$ cat src/rtl/axil_pkg.sv
// Shared definitions for the AXI4-Lite command master: response codes, protection
// default and the master FSM state encoding.
package axil_pkg;

  localparam logic [1:0] RESP_OKAY         = 2'b00;
  localparam logic [1:0] RESP_SLVERR       = 2'b10;
  localparam logic [2:0] AXIL_PROT_DEFAULT = 3'b000;

  typedef enum logic [2:0] {
    StIdle,
    StWr,
    StWrResp,
    StRdAddr,
    StRdData,
    StRsp
  } axil_state_e;

  // States in which the master is waiting on the slave and the timeout runs.
  function automatic logic is_wait_state(axil_state_e s);
    return (s == StWr) || (s == StWrResp) || (s == StRdAddr) || (s == StRdData);
  endfunction

endpackage

$ cat src/rtl/axil_timeout_cnt.sv
// Saturating cycle counter with synchronous reload and a terminal flag.
// term_o is high while the count sits at Limit-1, i.e. during the Limit-th counted cycle.
module axil_timeout_cnt #(
  parameter int unsigned Limit = 1024
) (
  input  logic clk_i,
  input  logic rst_ni,
  input  logic load_i,
  input  logic en_i,
  output logic term_o
);

  localparam int unsigned W = $clog2(Limit);
  localparam logic [W-1:0] Last = W'(Limit - 1);

  logic [W-1:0] cnt_d, cnt_q;

  // Reload wins over counting; hold at Last so the count never wraps.
  always_comb begin
    cnt_d = cnt_q;
    if (load_i) begin
      cnt_d = '0;
    end else if (en_i && (cnt_q != Last)) begin
      cnt_d = cnt_q + 1'b1;
    end
  end

  // Count register.
  always_ff @(posedge clk_i or negedge rst_ni) begin
    if (!rst_ni) begin
      cnt_q <= '0;
    end else begin
      cnt_q <= cnt_d;
    end
  end

  assign term_o = (cnt_q == Last);

endmodule

$ cat src/rtl/m_axil_cmd_master.sv
// Single-outstanding AXI4-Lite initiator: one command word in, one AXI-Lite
// transaction out, one response word back. All AXI and response outputs are registered.
module m_axil_cmd_master
  import axil_pkg::*;
#(
  parameter int unsigned DATA_WIDTH     = 32,
  parameter int unsigned ADDR_WIDTH     = 10,
  parameter int unsigned TIMEOUT_CYCLES = 1024
) (
  input  logic                    axi_clock,
  input  logic                    rst_n,
  input  logic                    cmd_valid,
  output logic                    cmd_ready,
  input  logic                    cmd_write,
  input  logic [ADDR_WIDTH-1:0]   cmd_addr,
  input  logic [DATA_WIDTH-1:0]   cmd_wdata,
  input  logic [DATA_WIDTH/8-1:0] cmd_wstrb,
  output logic                    rsp_valid,
  input  logic                    rsp_ready,
  output logic                    rsp_write,
  output logic [DATA_WIDTH-1:0]   rsp_rdata,
  output logic [1:0]              rsp_resp,
  output logic                    timeout_err,
  output logic                    busy,
  output logic                    m_axil_awvalid,
  input  logic                    m_axil_awready,
  output logic [ADDR_WIDTH+1:0]   m_axil_awaddr,
  output logic [2:0]              m_axil_awprot,
  output logic                    m_axil_wvalid,
  input  logic                    m_axil_wready,
  output logic [DATA_WIDTH-1:0]   m_axil_wdata,
  output logic [DATA_WIDTH/8-1:0] m_axil_wstrb,
  input  logic                    m_axil_bvalid,
  output logic                    m_axil_bready,
  input  logic [1:0]              m_axil_bresp,
  output logic                    m_axil_arvalid,
  input  logic                    m_axil_arready,
  output logic [ADDR_WIDTH+1:0]   m_axil_araddr,
  output logic [2:0]              m_axil_arprot,
  input  logic                    m_axil_rvalid,
  output logic                    m_axil_rready,
  input  logic [DATA_WIDTH-1:0]   m_axil_rdata,
  input  logic [1:0]              m_axil_rresp
);

  axil_state_e state_d, state_q;
  logic cmd_ready_d, cmd_ready_q, busy_d, busy_q;
  logic awvalid_d, awvalid_q, wvalid_d, wvalid_q, bready_d, bready_q;
  logic arvalid_d, arvalid_q, rready_d, rready_q;
  logic [ADDR_WIDTH+1:0] awaddr_d, awaddr_q, araddr_d, araddr_q;
  logic [DATA_WIDTH-1:0] wdata_d, wdata_q, rsp_rdata_d, rsp_rdata_q;
  logic [DATA_WIDTH/8-1:0] wstrb_d, wstrb_q;
  logic rsp_valid_d, rsp_valid_q, rsp_write_d, rsp_write_q;
  logic [1:0] rsp_resp_d, rsp_resp_q;
  logic timeout_err_d, timeout_err_q;
  logic aw_hs, w_hs, wait_st, tmo_term;

  assign aw_hs   = awvalid_q & m_axil_awready;
  assign w_hs    = wvalid_q & m_axil_wready;
  assign wait_st = is_wait_state(state_q);

  // Timer restarts on every state change so each channel gets its own budget.
  axil_timeout_cnt #(
    .Limit (TIMEOUT_CYCLES)
  ) u_timeout_cnt (
    .clk_i  (axi_clock),
    .rst_ni (rst_n),
    .load_i (state_d != state_q),
    .en_i   (wait_st),
    .term_o (tmo_term)
  );

  // Next-state and next-output logic for the transaction FSM.
  always_comb begin
    state_d       = state_q;
    cmd_ready_d   = cmd_ready_q;
    awvalid_d     = awvalid_q;
    wvalid_d      = wvalid_q;
    bready_d      = bready_q;
    arvalid_d     = arvalid_q;
    rready_d      = rready_q;
    awaddr_d      = awaddr_q;
    araddr_d      = araddr_q;
    wdata_d       = wdata_q;
    wstrb_d       = wstrb_q;
    rsp_valid_d   = rsp_valid_q;
    rsp_write_d   = rsp_write_q;
    rsp_rdata_d   = rsp_rdata_q;
    rsp_resp_d    = rsp_resp_q;
    // Timeout only flags; the transaction keeps waiting to stay AXI compliant.
    timeout_err_d = timeout_err_q | (wait_st & tmo_term);

    unique case (state_q)
      StIdle: begin
        if (cmd_valid && cmd_ready_q) begin
          cmd_ready_d = 1'b0;
          if (cmd_write) begin
            state_d   = StWr;
            awvalid_d = 1'b1;
            wvalid_d  = 1'b1;
            awaddr_d  = {cmd_addr, 2'b00};
            wdata_d   = cmd_wdata;
            wstrb_d   = cmd_wstrb;
          end else begin
            state_d   = StRdAddr;
            arvalid_d = 1'b1;
            araddr_d  = {cmd_addr, 2'b00};
          end
        end
      end
      StWr: begin
        // AW and W retire independently; leave once neither is still pending.
        if (aw_hs) awvalid_d = 1'b0;
        if (w_hs)  wvalid_d  = 1'b0;
        if ((!awvalid_q || aw_hs) && (!wvalid_q || w_hs)) begin
          state_d  = StWrResp;
          bready_d = 1'b1;
        end
      end
      StWrResp: begin
        if (m_axil_bvalid && bready_q) begin
          bready_d    = 1'b0;
          state_d     = StRsp;
          rsp_valid_d = 1'b1;
          rsp_write_d = 1'b1;
          rsp_rdata_d = '0;
          rsp_resp_d  = m_axil_bresp;
        end
      end
      StRdAddr: begin
        if (arvalid_q && m_axil_arready) begin
          arvalid_d = 1'b0;
          rready_d  = 1'b1;
          state_d   = StRdData;
        end
      end
      StRdData: begin
        if (m_axil_rvalid && rready_q) begin
          rready_d    = 1'b0;
          state_d     = StRsp;
          rsp_valid_d = 1'b1;
          rsp_write_d = 1'b0;
          rsp_rdata_d = m_axil_rdata;
          rsp_resp_d  = m_axil_rresp;
        end
      end
      StRsp: begin
        if (rsp_ready) begin
          rsp_valid_d = 1'b0;
          cmd_ready_d = 1'b1;
          state_d     = StIdle;
        end
      end
      default: begin
        state_d     = StIdle;
        cmd_ready_d = 1'b1;
      end
    endcase

    busy_d = (state_d != StIdle);
  end

  // State and registered outputs.
  always_ff @(posedge axi_clock or negedge rst_n) begin
    if (!rst_n) begin
      state_q       <= StIdle;
      cmd_ready_q   <= 1'b1;
      busy_q        <= 1'b0;
      awvalid_q     <= 1'b0;
      wvalid_q      <= 1'b0;
      bready_q      <= 1'b0;
      arvalid_q     <= 1'b0;
      rready_q      <= 1'b0;
      awaddr_q      <= '0;
      araddr_q      <= '0;
      wdata_q       <= '0;
      wstrb_q       <= '0;
      rsp_valid_q   <= 1'b0;
      rsp_write_q   <= 1'b0;
      rsp_rdata_q   <= '0;
      rsp_resp_q    <= RESP_OKAY;
      timeout_err_q <= 1'b0;
    end else begin
      state_q       <= state_d;
      cmd_ready_q   <= cmd_ready_d;
      busy_q        <= busy_d;
      awvalid_q     <= awvalid_d;
      wvalid_q      <= wvalid_d;
      bready_q      <= bready_d;
      arvalid_q     <= arvalid_d;
      rready_q      <= rready_d;
      awaddr_q      <= awaddr_d;
      araddr_q      <= araddr_d;
      wdata_q       <= wdata_d;
      wstrb_q       <= wstrb_d;
      rsp_valid_q   <= rsp_valid_d;
      rsp_write_q   <= rsp_write_d;
      rsp_rdata_q   <= rsp_rdata_d;
      rsp_resp_q    <= rsp_resp_d;
      timeout_err_q <= timeout_err_d;
    end
  end

  assign cmd_ready      = cmd_ready_q;
  assign busy           = busy_q;
  assign rsp_valid      = rsp_valid_q;
  assign rsp_write      = rsp_write_q;
  assign rsp_rdata      = rsp_rdata_q;
  assign rsp_resp       = rsp_resp_q;
  assign timeout_err    = timeout_err_q;
  assign m_axil_awvalid = awvalid_q;
  assign m_axil_awaddr  = awaddr_q;
  assign m_axil_awprot  = AXIL_PROT_DEFAULT;
  assign m_axil_wvalid  = wvalid_q;
  assign m_axil_wdata   = wdata_q;
  assign m_axil_wstrb   = wstrb_q;
  assign m_axil_bready  = bready_q;
  assign m_axil_arvalid = arvalid_q;
  assign m_axil_araddr  = araddr_q;
  assign m_axil_arprot  = AXIL_PROT_DEFAULT;
  assign m_axil_rready  = rready_q;

endmodule
$ cat config.mk
export PLATFORM = sky130hd
export DESIGN_NAME = m_axil_cmd_master
export DESIGN_NICKNAME = d
export VERILOG_FILES = /design/src/rtl/axil_pkg.sv /design/src/rtl/axil_timeout_cnt.sv /design/src/rtl/m_axil_cmd_master.sv
export SDC_FILE = /design/constraint.sdc
export NUM_CORES = 1
export LEC_CHECK = 0
export CAP_MARGIN = 20
export CORE_AREA = 2 2 109 121
export DETAILED_ROUTE_END_ITERATION = 10
export DIE_AREA = 0 0 111 123
export GPL_TIMING_DRIVEN = 0
export MAX_ROUTING_LAYER = met4
export PLACE_DENSITY = 0.75
export SLEW_MARGIN = 40
export SYNTH_ARGS = -nofsm -noshare
export SYNTH_HDL_FRONTEND = slang
export SYNTH_SLANG_ARGS = --single-unit
export TNS_END_PERCENT = 5
$ cat constraint.sdc
create_clock -name axi_clock -period 1.75 [get_ports axi_clock]
set_input_delay 0.35 -clock axi_clock [delete_from_list [all_inputs] [get_ports axi_clock]]
set_output_delay 0.35 -clock axi_clock [all_outputs]
set_load 0.05 [all_outputs]
==> Yosys cells after proc, flatten, opt, wreduce, memory -nomap -nowiden <==
Cells that the tools add are included.
{ "word_totals": {"register_bits": 113} }
{ "classes": {"add_sub_neg": 1, "n_eq_ne": 18, "muxes": 40, "bitwise_logic": 6, "n_reduce_logical": 33} }
{ "op_table": {"columns": ["operator", "count"], "rows": [
  ["32-bit 2-to-1 mux", 2],
  ["32-bit one-hot mux with 2 select lines", 1],
  ["10-bit 2-to-1 mux", 2],
  ["3-bit 2-to-1 mux", 6],
  ["3-bit one-hot mux with 6 select lines", 1],
  ["3-bit AND reduction", 6],
  ["1-bit 2-to-1 mux", 16],
  ["4-bit AND reduction", 4],
  ["2-bit inequality test (second input constant)", 6],
  ["1-bit one-hot mux with 2 select lines", 6],
  ["2-bit nonzero test", 6],
  ["10-bit by 1-bit adder with 10-bit output (second input constant)", 1],
  ["10-bit equality test (second input constant)", 1],
  ["10-bit inequality test (second input constant)", 1],
  ["2-bit by 1-bit inequality test with 1-bit output (second input constant)", 4],
  ["3-bit by 2-bit equality test with 1-bit output (second input constant)", 2],
  ["3-bit equality test (second input constant)", 2],
  ["1-bit logical AND", 6],
  ["2-bit 2-to-1 mux", 3],
  ["1-bit one-hot mux with 3 select lines", 2],
  ["3-bit nonzero test", 2],
  ["1-bit logical OR", 5],
  ["2-bit one-hot mux with 2 select lines", 1],
  ["4-bit OR reduction", 1],
  ["7 further kinds", 11]
]} }

==> Depth between registers and ports, before layout <==
{ "logic_depth": {"depth_word": 7, "ltp_mapped": 8} }

==> Modules after synthesis <==
A second synthesis with hierarchy kept.
{ "unflattened": {"hier_cells": 371, "area_unflattened_um2": 4642.0} }
{ "by_module_without_submodules": {"columns": ["mod", "n_inst", "cells_per_inst", "area_each_um2", "seq_area_each_um2"], "rows": [
  ["m_axil_cmd_master", 1, 314, 4101.4, 2578.7],
  ["axil_timeout_cnt", 1, 57, 540.5, 250.2]
]} }

==> Least setup slack after synthesis <==
OpenSTA, ideal clock, no wires.
{ "synth_timing": {"path_type": "register to register", "start": "register cmd_ready_q, in the netlist cmd_ready", "end": "register awaddr_q[11], in the netlist m_axil_awaddr[11]", "setup_time_ns": 0.125, "arrival_ns": 1.792, "t_required_ns": 1.625, "slack_ns": -0.167, "stages_incl_launch_ff": 6, "period_less_slack_ns": 1.917, "cell_sequence": "dfstp_2 > nor4b_2 > nand3_1 > buf_2 > buf_2 > mux2_2"} }
{ "synth_via": {"elab_chain_len": 2} }
{ "synth_lines": {"columns": ["element", "line", "text"], "rows": [
  ["start, declared", "m_axil_cmd_master.sv:47", "logic cmd_ready_d, cmd_ready_q, busy_d, busy_q;"],
  ["start signal, assigned", "m_axil_cmd_master.sv:185", "cmd_ready_q <= cmd_ready_d;"],
  ["1-bit logical AND", "m_axil_cmd_master.sv:95", "if (cmd_valid && cmd_ready_q) begin"],
  ["3-bit AND reduction (no line)", null, null],
  ["end signal, assigned", "m_axil_cmd_master.sv:192", "awaddr_q <= awaddr_d;"],
  ["end, declared", "m_axil_cmd_master.sv:50", "logic [ADDR_WIDTH+1:0] awaddr_d, awaddr_q, araddr_d, araddr_q;"]
]} }
Every way passes these cells.
A chain may end at the register's enable or synchronous reset.

==> Final worst setup path <==
{ "layout_timing": {"start": "register state_q[1]", "end": "register rsp_rdata_q[15], in the netlist rsp_rdata[15]"} }
{ "layout_via": {"elab_chain_len": 3, "elab_cells_between_ends": 7} }
{ "layout_lines": {"columns": ["element", "line", "text"], "rows": [
  ["start, declared", "m_axil_cmd_master.sv:46", "axil_state_e state_d, state_q;"],
  ["start signal, assigned", "m_axil_cmd_master.sv:166", "state_q <= StIdle;"],
  ["start signal, assigned", "m_axil_cmd_master.sv:184", "state_q <= state_d;"],
  ["3-bit equality test / 3-bit by 2-bit equality test with 1-bit output (equally long branches)", "m_axil_cmd_master.sv:93", "unique case (state_q)"],
  ["2-bit by 1-bit inequality test with 1-bit output (no line) / 2-bit nonzero test (equally long branches)", null, null],
  ["3-bit AND reduction (no line)", null, null],
  ["end signal, assigned", "m_axil_cmd_master.sv:198", "rsp_rdata_q <= rsp_rdata_d;"],
  ["end, declared", "m_axil_cmd_master.sv:51", "logic [DATA_WIDTH-1:0] wdata_d, wdata_q, rsp_rdata_d, rsp_rdata_q;"]
]} }
Parallel ways exist; a longest one is shown, timed or not.

==> flow_metrics.env <==
export IMPL_r2r_start="state_q[1]$_DFF_PN0_"
export IMPL_fin_cells=743
export IMPL_nets=666
export IMPL_worstPathCellList="buf_6, or3b_4, or2_4, and2_4, buf_8, buf_8, a22o_1"
export IMPL_drc=0
export IMPL_cts_sink_count=113
export IMPL_first_iter_violations=121
export IMPL_diodes=0
export IMPL_grt_busiest_layer="met2"
export IMPL_dpl_cell_area_sq_um=6840
export IMPL_power_density_nw_per_um2=1760
export IMPL_grt_max_degree=59
export IMPL_critPathKind="register to register"
export IMPL_cp_top_family="simple AND/OR/NAND/NOR gates"
export IMPL_yosysWarnings=0
export IMPL_antenna_found_initial=0
export IMPL_gp_congestion=0.907
export IMPL_synth_area_leader_cell="dfrtp_1"
export IMPL_crit_buf_inv=3
export IMPL_grt_overflow=0
export IMPL_rsz0062_at_grt="yes"
export IMPL_ir_drop_v=0.000945
export IMPL_numCtsBuffers=17
export IMPL_yosysTopAreaCellShare_pct=60.7
export IMPL_drtPass1Iterations=4
export IMPL_synth_cell_types=49
export IMPL_fmax_ghz=0.518
export IMPL_setup_slack_ns=-0.180
export IMPL_drive_gt1_share_pct=25.6
export IMPL_synth_edf_count=0
export IMPL_max_stage_delay_ns=0.40
export IMPL_setup_viol=74
export IMPL_cts_buffer_depth=2
export IMPL_final_hold_viol_count=0
export IMPL_synth_common_cells="112 x dfrtp_1, 56 x mux2_2, 32 x a22o_1, 18 x nand2_1"
export IMPL_reg2regPathDepth=7
export IMPL_setup_tns_ns=-9.28
export IMPL_finalMaxSlewViolations=0
export IMPL_violations="setup timing"
export IMPL_place_inst=695
export IMPL_cp_common_cell="buf_8"
export IMPL_critPathArrivalTime_ns=2.21
export IMPL_syn_to_final_growth_pct=63.0
export IMPL_met1_usage_pct=22.0
export IMPL_grt_pass1_wl_mm=19.1
export IMPL_wl_mm=12.0
export IMPL_die_w_um=111
export IMPL_r2r_slack_ns=-0.18
export IMPL_cp_end_kind="register"
export IMPL_synth_main_ff_cell="dfrtp_1"
export IMPL_met3_usage_pct=5.88
export IMPL_hp_class="primary input to async pin"
export IMPL_vias=3617
export IMPL_drv_cap=0
export IMPL_required_ns=2.03
export IMPL_design_area_sq_um=7530
export IMPL_drtAntennaViolNets=0
export IMPL_outcome="finished, violations left"
export IMPL_dieHeight_um=123
export IMPL_worstMarginPinSlew_ns=0.537
export IMPL_clk_latency_ns=0.40
export IMPL_skew_ns=0.00721
export IMPL_clockRootBuffer="clkbuf_16"
export IMPL_synth_cell_area_sq_um=4620
export IMPL_first_global_vias=3773
export IMPL_track_usage_pct=18.2
export IMPL_synth_cells=337
export IMPL_ioPinCount=202
export IMPL_io_buffers=191
export IMPL_power_leakage_nw=3.85
export IMPL_ys_top_cells_by_area="dfrtp_1 61%, mux2_2 14%, a22o_1 6.1%, buf_4 2.0%, nand2_1 1.5%"
export IMPL_ys_seq_area_share_pct=61.3
export IMPL_yosysMostFrequentCell="dfrtp_1"
export IMPL_hpwl_mm=8.52
export IMPL_min_period_ns=1.93
export IMPL_finalCritPeriodShare_pct=110
export IMPL_wl_per_cell_um=16.1
export IMPL_start_util_pct=37.1
export IMPL_critPathLaunchType="register"
export IMPL_clk_pin_slew_worst_paths_ns=0.05
export IMPL_timing_rr_end="rsp_rdata[15]$_DFFE_PN0P_"
export IMPL_htreeDepth=4
export IMPL_worstPathMaxFanout=10
export IMPL_pre_cts_ws_ns=-0.487
export IMPL_cpMaxStageDelayCell="dfrtp_1"
export IMPL_use_met2_pct=29.1
export IMPL_maxSlewHeadroom_pct=64.4
export IMPL_ys_ff_latch=113
export IMPL_core_sq_um=12400
export IMPL_avgSynthCellArea_sq_um=13.7
export IMPL_via_per_inst=4.87
export IMPL_dieArea_sq_um=13700
export IMPL_synth_async_sr_flop_share_pct=100
export IMPL_std_cell_rows=43
export IMPL_cts_tree="yes"
flip-flops by register name (all words and copies together), names as in the netlist, 2 cells and up:
| name | cells |
|---|---|
| m_axil_wstrb | 4 |
| rsp_resp | 2 |
| m_axil_araddr | 10 |
| m_axil_awaddr | 10 |
| u_timeout_cnt.cnt_q | 10 |
| state_q | 3 |
| rsp_rdata | 32 |
| m_axil_wdata | 32 |
worst reg2reg max path: stages (launching register included):
cell and delay, ns:
dfrtp_1 0.40, buf_6 0.15, or3b_4 0.41, or2_4 0.27, and2_4 0.14, buf_8 0.13, buf_8 0.13, a22o_1 0.19
per-layer routing:
layer / up-vias / routed length, um
met5: - / 0
met4: 0 / 146
met3: 11 / 765
met2: 147 / 6040
met1: 1796 / 5020
li1: 1663 / -
cell type report:
type | instances | area [sq um]
Timing Repair Buffer | 208 | 1980
Multi-Input combinational cell | 200 | 1670
Sequential cell | 113 | 2830
Clock buffer | 22 | 464
Buffer | 26 | 245
Clock inverter | 10 | 110
Tap cell | 157 | 196
Fill cell | 1032 | 4900
Inverter | 7 | 26.3
logic make-up after synthesis:
family / synth area share [%]
AOI/OAI and AO/OA: 9.11
xor gates and xnor gates: 1.14
adders and majority gates: 0.271
buffers and inverters: 4.42
DFF: 61.3
muxes: 15.0
other: 0.0812
and+or+nand+nor: 8.70
per-stage QoR:
stage               util, %  total power [mW]  hold slack (ns)
floorplan                 -              7.99           0.0544
global placement       54.8              10.1            0.458
detailed placement     55.0              10.2            0.305
CTS                    59.6              13.2            0.476
global route           60.6              13.9            0.507
finish                 60.6              13.3            0.469
what timing repair did:
| action | 4_1_cts | 5_1_grt |
|---|---|---|
| pin swaps | 5 | 6 |
| buffers inserted | 5 | 9 |
| resized for setup | 116 | 21 |
| endpoints found under the hold margin | 57 | 0 |
| gates cloned | 0 | 1 |
| endpoints found under the setup margin | 193 | 105 |
| hold buffers | 1 | 0 |
placed cells by master (no fill, tap or decap), types with 4 or more instances in the layout:
master and n:
mux2_2 56, buf_6 8, dfrtp_1 108, nand2b_1 4, conb_1 10, dlygate4sd2_1 97, clkinv_2 4, a22o_1 32
mux2i_1 4, nor2_1 12, clkdlybuf4s50_1 90, nor3_1 5, nand2_1 18, buf_4 23, dfrtp_2 4, clkinvlp_4 4
nand3_1 7, buf_8 4, clkbuf_16 17, inv_1 7
worst max-delay path by stage:
stage	start	to	depth (start not counted)
4_1_cts	state_q[1]$_DFF_PN0_	rsp_rdata[13]$_DFFE_PN0P_	7
5_1_grt	state_q[1]$_DFF_PN0_	rsp_rdata[26]$_DFFE_PN0P_	7
2_1_floorplan	cmd_ready$_DFFE_PN1P_	m_axil_awaddr[10]$_DFFE_PN0P_	5
6_report	state_q[1]$_DFF_PN0_	rsp_rdata[15]$_DFFE_PN0P_	7
3_5_place_dp	rsp_ready	u_timeout_cnt.cnt_q[7]$_DFFE_PN0P_	6
3_3_place_gp	rst_n	m_axil_arvalid$_DFFE_PN0P_	1
power breakdown:
group          switching [mW]  internal, mW
registers               0.447          3.43
logic                    4.01          2.07
clock network            1.16          2.16
(Power assumes the default switching activity.)
